<file path="config.mk">
export PLATFORM = sky130hd
export DESIGN_NAME = serial_adder
export DESIGN_NICKNAME = d
export VERILOG_FILES = /design/src/rtl/serial_adder.sv
export SDC_FILE = /design/constraint.sdc
export NUM_CORES = 1
export LEC_CHECK = 0
export ABC_CLOCK_PERIOD_IN_PS = 3960
export BUFFER_PORTS_ARGS = -buffer_cell sky130_fd_sc_hd__buf_2
export CAP_MARGIN = 20
export CORE_UTILIZATION = 32
export CTS_CLUSTER_SIZE = 20
export DETAILED_ROUTE_END_ITERATION = 7
export PLACE_DENSITY = 0.57
export SYNTH_ARGS = -nofsm -noshare
export SYNTH_HDL_FRONTEND = slang
export SYNTH_SLANG_ARGS = --single-unit
</file>
<file path="constraint.sdc">
create_clock -name clk -period 3.96 [get_ports clk]
set_input_delay 0.594 -clock clk [delete_from_list [all_inputs] [get_ports clk]]
set_output_delay 0.594 -clock clk [all_outputs]
set_load 0.01 [all_outputs]
</file>
<file path="src/rtl/serial_adder.sv">
// Digit-serial adder/subtractor: DIGIT bits per clock through a registered carry.
// Flags and result update only when the last digit completes.
module serial_adder #(
    parameter int WIDTH = 8,
    parameter int DIGIT = 2
) (
    input  logic             clk,
    input  logic             rst_n,
    input  logic             start,
    input  logic             sub,
    input  logic [WIDTH-1:0] a,
    input  logic [WIDTH-1:0] b,
    input  logic             ci,
    output logic             busy,
    output logic             done,
    output logic [WIDTH-1:0] so,
    output logic             co,
    output logic             ov,
    output logic             z
);

    localparam int STEPS = WIDTH / DIGIT;
    localparam int CW    = (STEPS > 1) ? $clog2(STEPS) : 1;

    typedef enum logic {
        IDLE,
        RUN
    } state_t;

    state_t           state;
    state_t           state_nxt;
    logic             accept;
    logic             last;
    logic [WIDTH-1:0] a_sh;
    logic [WIDTH-1:0] b_sh;
    logic [WIDTH-1:0] res_q;
    logic [WIDTH-1:0] res_fin;
    logic             a_msb;
    logic             b_msb;
    logic             cy;
    logic [CW-1:0]    k;
    logic [DIGIT:0]   dsum;

    assign busy = (state == RUN);
    assign last = (k == CW'(STEPS - 1));

    assign dsum = {1'b0, a_sh[DIGIT-1:0]}
                + {1'b0, b_sh[DIGIT-1:0]}
                + {{DIGIT{1'b0}}, cy};

    // Result fills from the top; after STEPS digits it is fully aligned.
    assign res_fin = (res_q >> DIGIT)
                   | (WIDTH'(dsum[DIGIT-1:0]) << (WIDTH - DIGIT));

    always_ff @(posedge clk or negedge rst_n) begin
        if (!rst_n) state <= IDLE;
        else        state <= state_nxt;
    end

    always_comb begin
        state_nxt = state;
        accept    = 1'b0;
        unique case (state)
            IDLE: begin
                if (start) begin
                    state_nxt = RUN;
                    accept    = 1'b1;
                end
            end
            RUN: begin
                if (last) state_nxt = IDLE;
            end
            default: state_nxt = IDLE;
        endcase
    end

    always_ff @(posedge clk or negedge rst_n) begin
        if (!rst_n) begin
            a_sh  <= '0;
            b_sh  <= '0;
            res_q <= '0;
            a_msb <= 1'b0;
            b_msb <= 1'b0;
            cy    <= 1'b0;
            k     <= '0;
            done  <= 1'b0;
            so    <= '0;
            co    <= 1'b0;
            ov    <= 1'b0;
            z     <= 1'b0;
        end else begin
            done <= 1'b0;
            if (accept) begin
                a_sh  <= a;
                b_sh  <= sub ? ~b : b;
                a_msb <= a[WIDTH-1];
                b_msb <= sub ? ~b[WIDTH-1] : b[WIDTH-1];
                cy    <= sub ? ~ci : ci;
                res_q <= '0;
                k     <= '0;
            end else if (state == RUN) begin
                a_sh  <= a_sh >> DIGIT;
                b_sh  <= b_sh >> DIGIT;
                cy    <= dsum[DIGIT];
                res_q <= res_fin;
                k     <= k + 1'b1;
                if (last) begin
                    done <= 1'b1;
                    so   <= res_fin;
                    co   <= dsum[DIGIT];
                    ov   <= (a_msb == b_msb) && (res_fin[WIDTH-1] != a_msb);
                    z    <= (res_fin == '0);
                end
            end
        end
    end

endmodule

</file>
# [After elaboration in Yosys (flattened, before gate mapping)]
# Cells that the tools add are included.
[op_classes] add_sub_neg=3 n_eq_ne=3 n_mux=20 n_bitwise=6 reduce_logical=4
[ops] operator="8-bit two-way mux" n=7
[ops] operator="1-bit two-way mux" n=10
[ops] operator="8-bit logical NOT" n=1
[ops] operator="8-bit inverter" n=1
[ops] operator="6-bit by 8-bit OR with 8-bit output" n=1
[ops] operator="2-bit two-way mux" n=2
[ops] operator="1-bit inverter" n=4
[ops] operator="2-bit by 2-bit adder with 3-bit output" n=1
[ops] operator="3-bit by 1-bit adder with 3-bit output" n=1
[ops] operator="3-bit AND reduction" n=1
[ops] operator="2-bit by 1-bit adder with 2-bit output, second input constant" n=1
[ops] operator="2-bit equality test, second input constant" n=1
[ops] operator="1-bit case mux with 2 select lines" n=1
[ops] operator="2-bit nonzero test" n=1
[ops] operator="1-bit equality test" n=1
[ops] operator="1-bit logical AND" n=1
[ops] operator="1-bit != test" n=1
[word_totals] ff_bits=42 out_inout_bits=13 elab_cells=49

# [Depth between registers and ports, before layout]
[logic_depth] ltp_word=5 depth_mapped=7

# [Worst setup path after synthesis]
# OpenSTA, ideal clock, no wires.
[synth_path] path_kind="register -> register" from="register a_sh[0]" to="register z" setup_time_ns=0.083 t_arrival_ns=1.768 t_required_ns=3.877 slack_ns=2.110 path_stages_with_launch=8 path_cell_list="dfrtp_1 -> inv_1 -> fa_1 -> inv_1 -> fa_1 -> nor4b_1 -> nand2_1 -> o21ai_0"
[synth_between] elab_chain_cells=4
[synth_lines] item="from (decl)" line_no="34" text="logic [WIDTH-1:0] a_sh;"
[synth_lines] item="from (signal assigned)" line_no="102" text="a_sh <= a_sh >> DIGIT;"
[synth_lines] item="2-bit by 2-bit adder with 3-bit output" line_no="48" text="+ {1'b0, b_sh[DIGIT-1:0]}"
[synth_lines] item="3-bit by 1-bit adder with 3-bit output" line_no="49" text="+ {{DIGIT{1'b0}}, cy};"
[synth_lines] item="net dsum[1]" line_no="42" text="logic [DIGIT:0] dsum;"
[synth_lines] item="6-bit by 8-bit OR with 8-bit output" line_no="53" text="| (WIDTH'(dsum[DIGIT-1:0]) << (WIDTH - DIGIT));"
[synth_lines] item="8-bit logical NOT" line_no="112" text="z <= (res_fin == '0);"
[synth_lines] item="to (signal assigned)" line_no="112"
[synth_lines] item="to (decl)" line_no="19" text="output logic z"
# The timed path passes the listed nets, and every way through them passes these cells.
# A chain may end at the register's enable or synchronous reset.

# [Worst setup path after layout]
# Ends and elaborated chain as after synthesis.

==> results.yml <==
setup_path:
  regToRegSetupSlack_ns: 1.97
  slowest_stage: "fa_1"
  cp_num_buf_inv: 2
  cp_cell_sequence: "inv_1, fa_1, inv_1, fa_1, nor4b_1, nand2_1, o21ai_0"
  crit_type: "reg2reg"
  crit_family: "adder cells"
  cp-start-kind: "flip-flop"
  required_ns: 4.18
  end_kind: "flip-flop"
  crit_start: "a_sh[0]$_DFFE_PN0P_"
  r2r_cells: 7
  critPathMaxFanout: 5
  r2r-start: "a_sh[0]$_DFFE_PN0P_"
  rr_endpoint: "z$_DFFE_PN0P_"
  max_stage_delay_ns: 0.48
  cp.arrival_ns: 2.21
route:
  drt-initial-drc-count: 110
  wl_per_cell_um: 12.81
  viasPerCell: 4.656
  vias: 1220
  drc: 0
  antenna_left: 0
  drt-total-wl_mm: 3.355
  dr.pass1.iters: 4
clock_network:
  htreeDepth: 2
  cts_buffers: 5
  cts.sinks: 40
  clk_pin_slew_ns: 0.09
  cts_tree: "yes"
  cts.hold.buffers_added: 0
  clockBufferDepth: 2
  cts_setup_buffers: 0
  cts_resized: 0
  root_buffer: "clkbuf_8"
  worstSkewPairLatency_ns: 0.29
timing:
  worstMarginPinSlew_ns: 0.8838
  hold_viol_final: 0
  rsz0062_at_grt: "false"
  fin_crit_sh_pct: 50.24
  post-route-min-period_ns: 1.990
  fin_setup_tns_ns: 0
  maxSlewViolCount: 0
  fmax_ghz: 0.5026
  finClkSkew_ns: 0.008910
  finalSetupViolations: 0
  relSlewSlack_pct: 41.08
global_route:
  grt_max_degree: 41
  grt_pass1_vias: 1182
  antenna_found_initial: 0
  grt_use_total_pct: 12.46
  grt_pass1_wl_mm: 5.685
  grt.overflow.total: 0
worst_hold_path:
  worstHoldPathType: "in2async"
floorplan:
  die_y_um: 77.58
  dieWidth_um: 77.58
  start_util_pct: 33.20
  dieArea_um2: 6019
  core_um2: 5507
  pin_count: 34
  rows: 27
synth:
  yosysWarnings: 0
  ys_seq_area_share_pct: 54.76
  syn_avg_cell_area_um2: 11.57
  syn_nets: 182
  ys_ff_latch: 40
  synthCells: 158
  synth_cell_types: 26
  syn_area_um2: 1828
power_and_ir_drop:
  p_total_uw: 1670
  power.density_nw_per_um2: 765.7
  ir_drop_uv: 244.3
  p_leak_uw: 0.001093
final_layout:
  antennaDiodeCount: 0
  areaGrowthSynthToFinish_pct: 19.30
  drive_gt1_share_pct: 27.89
  nets: 213
place:
  gp_congestion: 0.7096
  io_buffers: 33
  dp_hpwl_mm: 2.249
run_status:
  status: "completed"
flow_run:
  max_cap_violations: 0
[layout make-up]
type	instances	area, um2
inverters	6	22.52
well taps	72	90.09
clock inverters	3	90.09
repair buffers	34	172.7
fillers	531	3326
flip-flops and latches	40	1001
clock buffers	5	68.82
multi-input cells	102	735.7
[logic make-up after synthesis]
kind of cell / after synthesis / synth area share (%)
compound gates: 29 / 8.829
xor+xnor: 9 / 4.312
fa+ha+maj: 3 / 2.875
buf+inv: 16 / 4.996
flops: 40 / 54.76
mux: 24 / 14.37
simple gates: 37 / 9.857
[synth_stat cells (all sizes together)]
library cell | n | area, um2
mux2 | 9 | 112.6
fa | 2 | 40.04
dfrtp | 40 | 1001
nand2b | 4 | 32.53
a22o | 3 | 26.28
clkbuf | 3 | 11.26
nor2 | 6 | 22.52
a211oi | 2 | 15.01
buf | 7 | 57.55
nor4b | 1 | 8.760
xnor2 | 2 | 17.52
nand3b | 1 | 7.510
nand2 | 23 | 93.84
ha | 1 | 12.51
inv | 6 | 22.52
and3b | 1 | 8.760
a21oi | 1 | 5.000
xor2 | 7 | 61.31
o21ai | 23 | 115.1
mux2i | 15 | 150.1
nor4 | 1 | 6.260
[routing by layer]
metal	share of wire, %	track usage [%]	routed length [um]
met5	0	0	0
met4	1.7	5.094	58
met3	3.2	3.882	108
met1	49	16.53	1644
met2	46	18.76	1544
[metrics by stage]
step	cell area, um2	cells	hold slack (ns)	setup slack (ns)	util [%]
global route	2181	262	0.4800	1.799	39.60
CTS	2181	262	0.4534	1.986	39.60
finish	2181	262	0.4221	1.970	39.60
global placement	2022	254	0.4569	2.054	36.72
detailed placement	2022	254	0.4652	2.000	36.72
floorplan	1828	158	0.2984	2.110	-
[how the worst max path moves through the flow]
stage	to	slack [ns]	cells past startpoint
after global routing	z$_DFFE_PN0P_	1.80	7
after floorplan	z$_DFFE_PN0P_	2.11	7
final	z$_DFFE_PN0P_	1.97	7
after global placement	z$_DFFE_PN0P_	2.05	7
after detailed placement	z$_DFFE_PN0P_	2.00	7
after CTS	z$_DFFE_PN0P_	1.99	7
[worst register-to-register path: cells and delay by family (launching register included)]
kind	cells	cell delay, ns
AND/OR/NAND/NOR	2	0.41
adder cells (fa/ha/maj)	2	0.90
AO/OA/AOI/OAI	1	0.14
buffers and inverters	2	0.14
flip-flops	1	0.34
[placed cells by master (no fill, tap or decap)]
master     instances
dfrtp_1           40
buf_2             33
o21ai_0           23
nand2_1           22
mux2i_1           15
xor2_1             7
inv_1              6
nor2_1             6
mux2_2             6
clkbuf_8           5
mux2_4             3
nand2b_1           3
a22o_1             3
bufinv_16          3
xnor2_1            2
a211oi_1           2
fa_1               2
nand2b_4           1
nand2_4            1
and3b_1            1
a21oi_1            1
nor4b_1            1
nor4_1             1
nand3b_1           1
ha_1               1
buf_4              1
[where the power goes]
group / total, uW / switching, uW / internal (uW)
registers: 700 / 121 / 579
clock network: 461 / 146 / 315
logic: 509 / 263 / 246
[state kept, by name, indices dropped and copies added, names as in the netlist]
register	cells
k	2
a_msb	1
so	8
ov	1
busy	1
b_sh	8
z	1
co	1
b_msb	1
a_sh	8
cy	1
done	1
res_q	6
(Power assumes the default switching activity.)
